**config.mk**
```make
export PLATFORM = sky130hd
export DESIGN_NAME = rv32i_encoder
export DESIGN_NICKNAME = d
export VERILOG_FILES = /design/src/rtl/rv32i_encoder_pkg.sv /design/src/rtl/rv32i_encoder_field_pack.sv /design/src/rtl/rv32i_encoder.sv
export SDC_FILE = /design/constraint.sdc
export NUM_CORES = 1
export LEC_CHECK = 0
export ABC_AREA = 1
export CAP_MARGIN = 20
export CORE_UTILIZATION = 38
export CTS_BUF_LIST = sky130_fd_sc_hd__clkbuf_4 sky130_fd_sc_hd__clkbuf_8
export CTS_CLUSTER_SIZE = 25
export DETAILED_ROUTE_END_ITERATION = 16
export PLACE_DENSITY_LB_ADDON = 0.12
export SLEW_MARGIN = 20
export SYNTH_ARGS = -nofsm -noshare
export SYNTH_HDL_FRONTEND = slang
export SYNTH_HIERARCHICAL = 1
export SYNTH_SLANG_ARGS = --single-unit
```
**constraint.sdc**
```tcl
create_clock -name clk -period 3.2 [get_ports clk]
set_clock_uncertainty 0.15 [all_clocks]
set_input_delay 0.64 -clock clk [delete_from_list [all_inputs] [get_ports clk]]
set_output_delay 0.64 -clock clk [all_outputs]
set_load 0.02 [all_outputs]
```
**src/rtl/rv32i_encoder_pkg.sv**
```systemverilog
// rv32i_encoder_pkg: RV32I opcode/funct constants and decode-stage field
// codes shared by the encoder and the decode stage.
package rv32i_encoder_pkg;

  localparam logic [6:0] OP_LUI   = 7'b0110111;
  localparam logic [6:0] OP_AUIPC = 7'b0010111;
  localparam logic [6:0] OP_JAL   = 7'b1101111;
  localparam logic [6:0] OP_JALR  = 7'b1100111;
  localparam logic [6:0] OP_BR    = 7'b1100011;
  localparam logic [6:0] OP_LOAD  = 7'b0000011;
  localparam logic [6:0] OP_STORE = 7'b0100011;
  localparam logic [6:0] OP_IMM   = 7'b0010011;
  localparam logic [6:0] OP_REG   = 7'b0110011;
  localparam logic [6:0] F7_ALT   = 7'b0100000;
  localparam logic [31:0] NOP     = 32'h0000_0013;

  localparam logic [3:0] ALU_ADD  = 4'd0;
  localparam logic [3:0] ALU_SUB  = 4'd1;
  localparam logic [3:0] ALU_SLL  = 4'd2;
  localparam logic [3:0] ALU_SLT  = 4'd3;
  localparam logic [3:0] ALU_SLTU = 4'd4;
  localparam logic [3:0] ALU_XOR  = 4'd5;
  localparam logic [3:0] ALU_SRL  = 4'd6;
  localparam logic [3:0] ALU_SRA  = 4'd7;
  localparam logic [3:0] ALU_OR   = 4'd8;
  localparam logic [3:0] ALU_AND  = 4'd9;
  localparam logic [3:0] ALU_LUI  = 4'd10;

  // load/store/branch codes equal their funct3 where one exists
  localparam logic [2:0] LD_LB    = 3'd0;
  localparam logic [2:0] LD_LH    = 3'd1;
  localparam logic [2:0] LD_LW    = 3'd2;
  localparam logic [2:0] LD_LBU   = 3'd4;
  localparam logic [2:0] LD_LHU   = 3'd5;
  localparam logic [2:0] LD_NONE  = 3'd7;

  localparam logic [1:0] ST_SB    = 2'd0;
  localparam logic [1:0] ST_SH    = 2'd1;
  localparam logic [1:0] ST_SW    = 2'd2;
  localparam logic [1:0] ST_NONE  = 2'd3;

  localparam logic [3:0] BR_BEQ   = 4'd0;
  localparam logic [3:0] BR_BNE   = 4'd1;
  localparam logic [3:0] BR_BLT   = 4'd4;
  localparam logic [3:0] BR_BGE   = 4'd5;
  localparam logic [3:0] BR_BLTU  = 4'd6;
  localparam logic [3:0] BR_BGEU  = 4'd7;
  localparam logic [3:0] BR_JAL   = 4'd8;
  localparam logic [3:0] BR_JALR  = 4'd9;
  localparam logic [3:0] BR_NONE  = 4'd15;

  typedef enum logic [3:0] {
    C_JAL, C_JALR, C_BR, C_ST, C_LD,
    C_LUI, C_AUIPC, C_R, C_I
  } cls_t;

  typedef enum logic {S_IDLE, S_SECOND} fsm_t;

  function automatic logic [2:0] alu_f3(
    input logic [3:0] a
  );
    case (a)
      ALU_SLL:  return 3'b001;
      ALU_SLT:  return 3'b010;
      ALU_SLTU: return 3'b011;
      ALU_XOR:  return 3'b100;
      ALU_SRL:  return 3'b101;
      ALU_SRA:  return 3'b101;
      ALU_OR:   return 3'b110;
      ALU_AND:  return 3'b111;
      default:  return 3'b000;
    endcase
  endfunction

endpackage

```
**src/rtl/rv32i_encoder_field_pack.sv**
```systemverilog
// rv32i_field_pack: class select, range check and bit packing of one
// decoded field bundle. ENC_LI_SPLIT_EN enables the LUI+ADDI split.
module rv32i_field_pack
  import rv32i_encoder_pkg::*;
(
  input  logic [3:0]  alucode,
  input  logic        using_r2,
  input  logic        using_pc,
  input  logic        write_reg,
  input  logic [2:0]  info_load,
  input  logic [1:0]  info_store,
  input  logic [3:0]  info_branch,
  input  logic [4:0]  srcreg1_num,
  input  logic [4:0]  srcreg2_num,
  input  logic [4:0]  dstreg_num,
  input  logic [31:0] imm,
  output logic [31:0] ir,
  output logic        err,
  output logic        split,
  output logic [31:0] ir2
);

  cls_t        cls;
  logic [31:0] word;
  logic [19:0] lui_hi;
  logic [2:0]  f3;
  logic [6:0]  f7;
  logic        i_ok, b_ok, j_ok, sh_ok;
  logic        lo_zero, is_shift;
  logic        rng_bad, wr_bad, alu_bad;
  logic        other_err, lui_lo;

  always_comb begin
    if (info_branch == BR_JAL) cls = C_JAL;
    else if (info_branch == BR_JALR) cls = C_JALR;
    else if (info_branch != BR_NONE) cls = C_BR;
    else if (info_store != ST_NONE) cls = C_ST;
    else if (info_load != LD_NONE) cls = C_LD;
    else if (alucode == ALU_LUI) cls = C_LUI;
    else if (using_pc && alucode == ALU_ADD)
      cls = C_AUIPC;
    else if (using_r2) cls = C_R;
    else cls = C_I;
  end

  assign i_ok  = imm[31:11] == {21{imm[11]}};
  assign b_ok  = !imm[0]
              && imm[31:12] == {20{imm[12]}};
  assign j_ok  = !imm[0]
              && imm[31:20] == {12{imm[20]}};
  assign sh_ok = imm[31:5] == '0;
  assign lo_zero  = imm[11:0] == '0;
  assign is_shift = alucode == ALU_SLL
                 || alucode == ALU_SRL
                 || alucode == ALU_SRA;
  assign f3 = alu_f3(alucode);
  assign f7 = (alucode == ALU_SUB
            || alucode == ALU_SRA) ? F7_ALT : '0;

`ifdef ENC_LI_SPLIT_EN
  // round up so the sign-extended ADDI low part restores imm
  assign lui_hi = imm[31:12] + {19'd0, imm[11]};
`else
  assign lui_hi = imm[31:12];
`endif

  always_comb begin
    word    = NOP;
    rng_bad = 1'b0;
    unique case (cls)
      C_JAL: begin
        word = {imm[20], imm[10:1], imm[11],
                imm[19:12], dstreg_num, OP_JAL};
        rng_bad = !j_ok;
      end
      C_JALR: begin
        word = {imm[11:0], srcreg1_num, 3'b000,
                dstreg_num, OP_JALR};
        rng_bad = !i_ok;
      end
      C_BR: begin
        word = {imm[12], imm[10:5], srcreg2_num,
                srcreg1_num, info_branch[2:0],
                imm[4:1], imm[11], OP_BR};
        rng_bad = !b_ok || info_branch[3]
               || info_branch[2:1] == 2'b01;
      end
      C_ST: begin
        word = {imm[11:5], srcreg2_num, srcreg1_num,
                1'b0, info_store, imm[4:0], OP_STORE};
        rng_bad = !i_ok;
      end
      C_LD: begin
        word = {imm[11:0], srcreg1_num, info_load,
                dstreg_num, OP_LOAD};
        rng_bad = !i_ok || info_load == 3'd3
               || info_load == 3'd6;
      end
      C_LUI: word = {lui_hi, dstreg_num, OP_LUI};
      C_AUIPC: begin
        word = {imm[31:12], dstreg_num, OP_AUIPC};
        rng_bad = !lo_zero;
      end
      C_R: word = {f7, srcreg2_num, srcreg1_num,
                   f3, dstreg_num, OP_REG};
      C_I: begin
        if (is_shift) begin
          word = {f7, imm[4:0], srcreg1_num,
                  f3, dstreg_num, OP_IMM};
          rng_bad = !sh_ok;
        end else begin
          word = {imm[11:0], srcreg1_num,
                  f3, dstreg_num, OP_IMM};
          rng_bad = !i_ok || alucode == ALU_SUB;
        end
      end
      default: ;
    endcase
  end

  assign wr_bad = (cls == C_BR || cls == C_ST)
                ? write_reg : !write_reg;
  assign alu_bad   = alucode > ALU_LUI;
  assign other_err = alu_bad | wr_bad | rng_bad;
  assign lui_lo    = cls == C_LUI && !lo_zero;
  assign ir        = other_err ? NOP : word;
  assign ir2 = {imm[11:0], dstreg_num, 3'b000,
                dstreg_num, OP_IMM};

`ifdef ENC_LI_SPLIT_EN
  assign err   = other_err;
  assign split = lui_lo && !other_err;
`else
  // lossy LUI keeps its upper bits but is flagged
  assign err   = other_err | lui_lo;
  assign split = 1'b0;
`endif

endmodule

```
**src/rtl/rv32i_encoder.sv**
```systemverilog
// rv32i_encoder: field bundle -> RV32I word, 2-entry output FIFO.
// ENC_LI_SPLIT_EN adds the SECOND state that emits the split ADDI.
module rv32i_encoder
  import rv32i_encoder_pkg::*;
(
  input  logic        clk,
  input  logic        rst,
  input  logic        in_valid,
  output logic        in_ready,
  input  logic [3:0]  alucode,
  input  logic        using_r2,
  input  logic        using_pc,
  input  logic        write_reg,
  input  logic [2:0]  info_load,
  input  logic [1:0]  info_store,
  input  logic [3:0]  info_branch,
  input  logic [4:0]  srcreg1_num,
  input  logic [4:0]  srcreg2_num,
  input  logic [4:0]  dstreg_num,
  input  logic [31:0] imm,
  output logic        out_valid,
  input  logic        out_ready,
  output logic [31:0] out_ir,
  output logic        out_err
);

  localparam int FIFO_DEPTH = 2;

  logic [31:0] pk_ir, pk_ir2, ir2_q;
  logic        pk_err, pk_split;
  fsm_t        state;
  logic [32:0] mem [FIFO_DEPTH];
  logic        wr_ptr, rd_ptr;
  logic [1:0]  count;
  logic        push_in, push_2nd, push, pop;
  logic [32:0] push_data;

  rv32i_field_pack u_pack (
    .alucode     (alucode),
    .using_r2    (using_r2),
    .using_pc    (using_pc),
    .write_reg   (write_reg),
    .info_load   (info_load),
    .info_store  (info_store),
    .info_branch (info_branch),
    .srcreg1_num (srcreg1_num),
    .srcreg2_num (srcreg2_num),
    .dstreg_num  (dstreg_num),
    .imm         (imm),
    .ir          (pk_ir),
    .err         (pk_err),
    .split       (pk_split),
    .ir2         (pk_ir2)
  );

  assign in_ready = !rst && state == S_IDLE
                 && count < 2'(FIFO_DEPTH);
  assign push_in  = in_valid && in_ready;
  assign push_2nd = state == S_SECOND
                 && count < 2'(FIFO_DEPTH);
  assign push = push_in | push_2nd;
  assign pop  = out_ready && count != '0;
  assign push_data = push_2nd ? {1'b0, ir2_q}
                              : {pk_err, pk_ir};

  always_ff @(posedge clk) begin
    if (rst) begin
      state  <= S_IDLE;
      wr_ptr <= 1'b0;
      rd_ptr <= 1'b0;
      count  <= '0;
      ir2_q  <= '0;
      mem[0] <= '0;
      mem[1] <= '0;
    end else begin
      if (push) begin
        mem[wr_ptr] <= push_data;
        wr_ptr      <= ~wr_ptr;
      end
      if (pop) rd_ptr <= ~rd_ptr;
      count <= count + {1'b0, push}
                     - {1'b0, pop};
      unique case (state)
        S_IDLE:
          if (push_in && pk_split) begin
            state <= S_SECOND;
            ir2_q <= pk_ir2;
          end
        S_SECOND:
          if (push_2nd) state <= S_IDLE;
        default: state <= S_IDLE;
      endcase
    end
  end

  assign {out_err, out_ir} = mem[rd_ptr];
  assign out_valid = count != '0;

endmodule

```
# Yosys cells after proc, flatten, opt, wreduce, memory -nomap -nowiden
# Memories as Yosys holds them, arrays and structs flattened. A register that Yosys moved wholly into a read port is not among the register bits.
# Cells that the tools add are included.
[word_totals]
ff_bits = 5
latchBits = 0
ram_bits = 66
mem_bits_ro = 48
input_bits = 67
output_inout_bits = 35
n_memories = 2
[memory_table]
columns = ["memory", "depth", "word_bits", "rd", "rd_clocked_by_memory_dff", "write_ports", "line_no", "source"]
rows = [
  ["mem", 2, 33, 1, 1, 2, "rv32i_encoder.sv:32", "logic [32:0] mem [FIFO_DEPTH];"],
  ["(name not given)", 16, 3, 1, 0, 0, "rv32i_encoder_pkg.sv:62", "case (a)"],
]
[classes]
n_addsub = 2
multipliers = 0
div_mod_pow = 0
order_cmp = 2
n_eq_ne = 24
shift = 0
n_mux = 28
bitwise = 7
reduce_logical = 33
[ops]
columns = ["operator", "count"]
rows = [
  ["one-hot mux 32 bit (9 select lines)", 1],
  ["2-to-1 mux 33 bit", 2],
  ["2-to-1 mux 32 bit", 2],
  ["OR reduction 33 bit", 1],
  ["2-to-1 mux 4 bit", 8],
  ["logical NOT 27 bit", 1],
  ["equality test 4 x 3 -> 1 bit, second input constant", 6],
  ["equality test 20 bit", 1],
  ["equality test 19 bit", 1],
  ["equality test 4 bit, second input constant", 4],
  ["equality test 4 x 2 -> 1 bit, second input constant", 3],
  ["logical NOT 12 bit", 1],
  ["2-to-1 mux 1 bit", 12],
  ["equality test 11 bit", 1],
  ["logical AND 1 bit", 9],
  ["logical OR 1 bit", 9],
  ["equality test 4 x 1 -> 1 bit, second input constant", 2],
  ["logical NOT 1 bit", 8],
  ["logical NOT 4 bit", 2],
  ["2-to-1 mux 6 bit", 1],
  ["one-hot mux 1 bit (6 select lines)", 1],
  ["greater-than comparator 4 bit, second input constant", 1],
  ["!= test 4 bit, second input constant", 1],
  ["bitwise OR 1 bit", 4],
  ["12 further kinds", 14],
]

# Longest topological paths before layout
[depth]
depth_word = 17
depth_mapped = 17
depth_no_buf = 17

# Modules after synthesis
# Netlist, hierarchy kept.
[by_module_without_submodules]
columns = ["module", "instances", "cells_per_inst", "area_each_um2"]
rows = [
  ["rv32i_encoder", 1, 393, 4680.7],
  ["rv32i_field_pack", 1, 386, 1854.3],
]

# Least setup slack after synthesis
# Ideal clock, no wire load.
[synth_timing]
kind = "input to register"
from = "input rst"
to = "memory mem[1][0] (enable)"
setup_ns = 0.391
t_arrival_ns = 2.152
required_time_ns = 2.659
setup_slack_ns = 0.508
path_stages = 9
path_buffers = 2
cell_sequence = "buf_2 inv_4 nand3_4 nand2_4 nand2_4 inv_6 nand2_8 buf_8 nand2_1"
[synth_lines]
columns = ["element", "line_no", "source"]
rows = [
  ["from (decl)", "rv32i_encoder.sv:7", "input logic rst,"],
  ["to (decl)", "rv32i_encoder.sv:32", ""],
]

==> results.ini <==
[run_status]
status=finished, final reports clean

[global_route]
grt_usage=0.208
grt_pass1_wl_um=28400
grt_max_degree=35
antenna_found_initial=0
grt_pass1_vias=5462
overflow=0

[synthesis]
yosys_warnings=6
synth_area_mm2=0.00654
synth_top_area_share=0.303
ys_seq_area_frac=0.420
synth_cell_types=45
synth_top_cell_by_area=edfxtp_1
yosysMostFrequentCell=nand2_1
ys.flop_type=edfxtp_1
synth.avg_cell_area_um2=8.39
synth_seq_cells=104
synthArstFlopShare=0
synthTopCellsByCount=nand2_1, nor2_1, edfxtp_1
postSynthCellCount=779
synth-edff-count=66
synth.area.top_cells=edfxtp_1, dfxtp_1, nand2_1

[die]
die_x_um=133
die_area_mm2=0.0177
initial_utilization=0.391
die_h_um=133
pin_count=102
coreArea_mm2=0.0167
row_count=47

[worst_setup_path]
cp_data_required_time_ns=3.17
max_stage_delay_ns=0.45
crit_fanout=7
worstPathCellList=clkdlybuf4s50_1, buf_4, nand2_1, inv_1, nand2_1, nand2_1, nor2_2, nor2_8, buf_4, nand4_4, buf_4, nand4_1, a21oi_1, nor2_1, mux2i_1, nor2_2
slowest_stage=clkdlybuf4s50_1
arrival_ns=3.03
crit_type=in -> reg
crit_path_end_kind=flip-flop
start_kind=input pin

[clocking]
postCtsHoldBufs=0
cts_sinks=104
clkTransAtPathRegs_ns=0.10
worstSkewPairLatency_ns=0.37
htreeDepth=3
clock-root-buffer=clkbuf_8
cts_tree=built
cts.path.max_buffers=2
numCtsBuffers=9

[power_and_ir_drop]
irDropWorstVdd_v=0.000253
powerDensity_mw_per_mm2=432
p_leak_nw=3.68

[sta]
final-hold-violation-count=0
rsz0062_at_grt=false
postLayoutSetupSlackWorst_ns=0.149
period_minus_slack_ns=3.05
fin_crit_sh=0.954
slew_viol_final=0
tns_ns=0
worstMarginPinSlew_ns=0.599
clock.fmax_mhz=328
setup_viol=0
relSlewSlack=0.600
fin_hold_ws_ns=0.316

[detailed_routing]
via_per_inst=4.77
ant_nets=0
drc=0
firstDrtPassIters=5
num_vias=5593
wire_per_inst_um=15.1
drt_iter0_markers=362
wl_um=17800

[place]
dpl_cell_area_mm2=0.00823
pre_cts_slack_ns=-0.232
io_buffers=101
dp_hpwl_um=13400
place_congestion=0.936

[layout]
num_antenna_cells=0
drive_above_1_share=0.263
final_util=0.506
syn2layout_area_growth_pct=29.4
fin_nets=1017
design_area_mm2=0.00846

[worst_hold_path]
min_path_type=reg -> reg

[job]
max_cap_viol_count=0

==> cell families after synthesis <==
| family | share of synthesized area |
|---|---|
| and+or+nand+nor | 0.301 |
| DFF | 0.420 |
| muxes | 0.106 |
| buffers and inverters | 0.114 |
| adders and majority gates | 0.00383 |
| AOI/OAI and AO/OA | 0.0515 |
| other | 0.00115 |
| xor gates and xnor gates | 0.00268 |
==> layout make-up <==
type                       count  area, µm²
multi-input combinational    554       3110
timing repair buffer         210       1870
sequential                   104       2740
tap                          220        275
clock inverter                 5       57.6
clock buffer                  11        139
fill                        1613       8240
inverter                      69        269
==> flip-flops by register name (all words and copies together) (netlist names), named ones only <==
name,count
ir2_q,32
rd_ptr,1
state,1
count,2
wr_ptr,1
mem,66
==> worst max-delay path: cells and delay by family <==
kind / cells / cell delay (ns)
simple gates: 9 / 0.90
buf+inv: 5 / 0.95
mux: 1 / 0.34
compound gates: 1 / 0.20
==> power breakdown <==
| group | internal (mW) | switching (mW) |
|---|---|---|
| clock network | 0.378 | 0.446 |
| logic | 0.576 | 0.662 |
| registers | 1.54 | 0.0538 |
| total | 2.49 | 1.16 |
==> layout by cell type, fill, tap and decap left out, types with 25 or more instances in the layout <==
cell             netlist  layout
mux2i_1               32      30
a21oi_1               48      48
nand3_1               25      25
buf_4                 38     106
nor2_1                93      91
nor2_2                58      60
inv_1                 58      58
mux2_2                33      33
nand2_1              187     186
clkdlybuf4s50_1        0     101
dfxtp_1               38      38
edfxtp_1              66      66
==> per-stage QoR <==
step,std cells,power [mW]
finish,1173,3.65
CTS,1172,3.67
floorplan,790,2.36
global route,1173,3.83
detailed placement,1156,2.85
global placement,1156,2.84
==> metal layers <==
layer | up-vias | global-route usage | routed length, µm
met5 | - | 0 | 0
met4 | 0 | 0.0581 | 316
met3 | 19 | 0.0297 | 757
met2 | 147 | 0.343 | 8440
met1 | 2597 | 0.283 | 8250
li1 | 2830 | - | -
==> what timing repair did <==
| item | 4_1_cts | 5_1_grt |
|---|---|---|
| setup endpoints to repair | 0 | 11 |
| buffers inserted | 0 | 1 |
| gates resized for setup | 0 | 6 |
==> worst paths after layout <==
kind              slack (ns)  cells after the start          to        from
setup / recovery        0.15                     16  mem[0][27]  alucode[1]
hold / removal          0.32                      1      rd_ptr      rd_ptr
setup reg to reg        1.02                      6   mem[1][8]    count[1]
hold reg to reg         0.32                      1      rd_ptr      rd_ptr
Note: power is estimated with default switching activity, not from simulation.
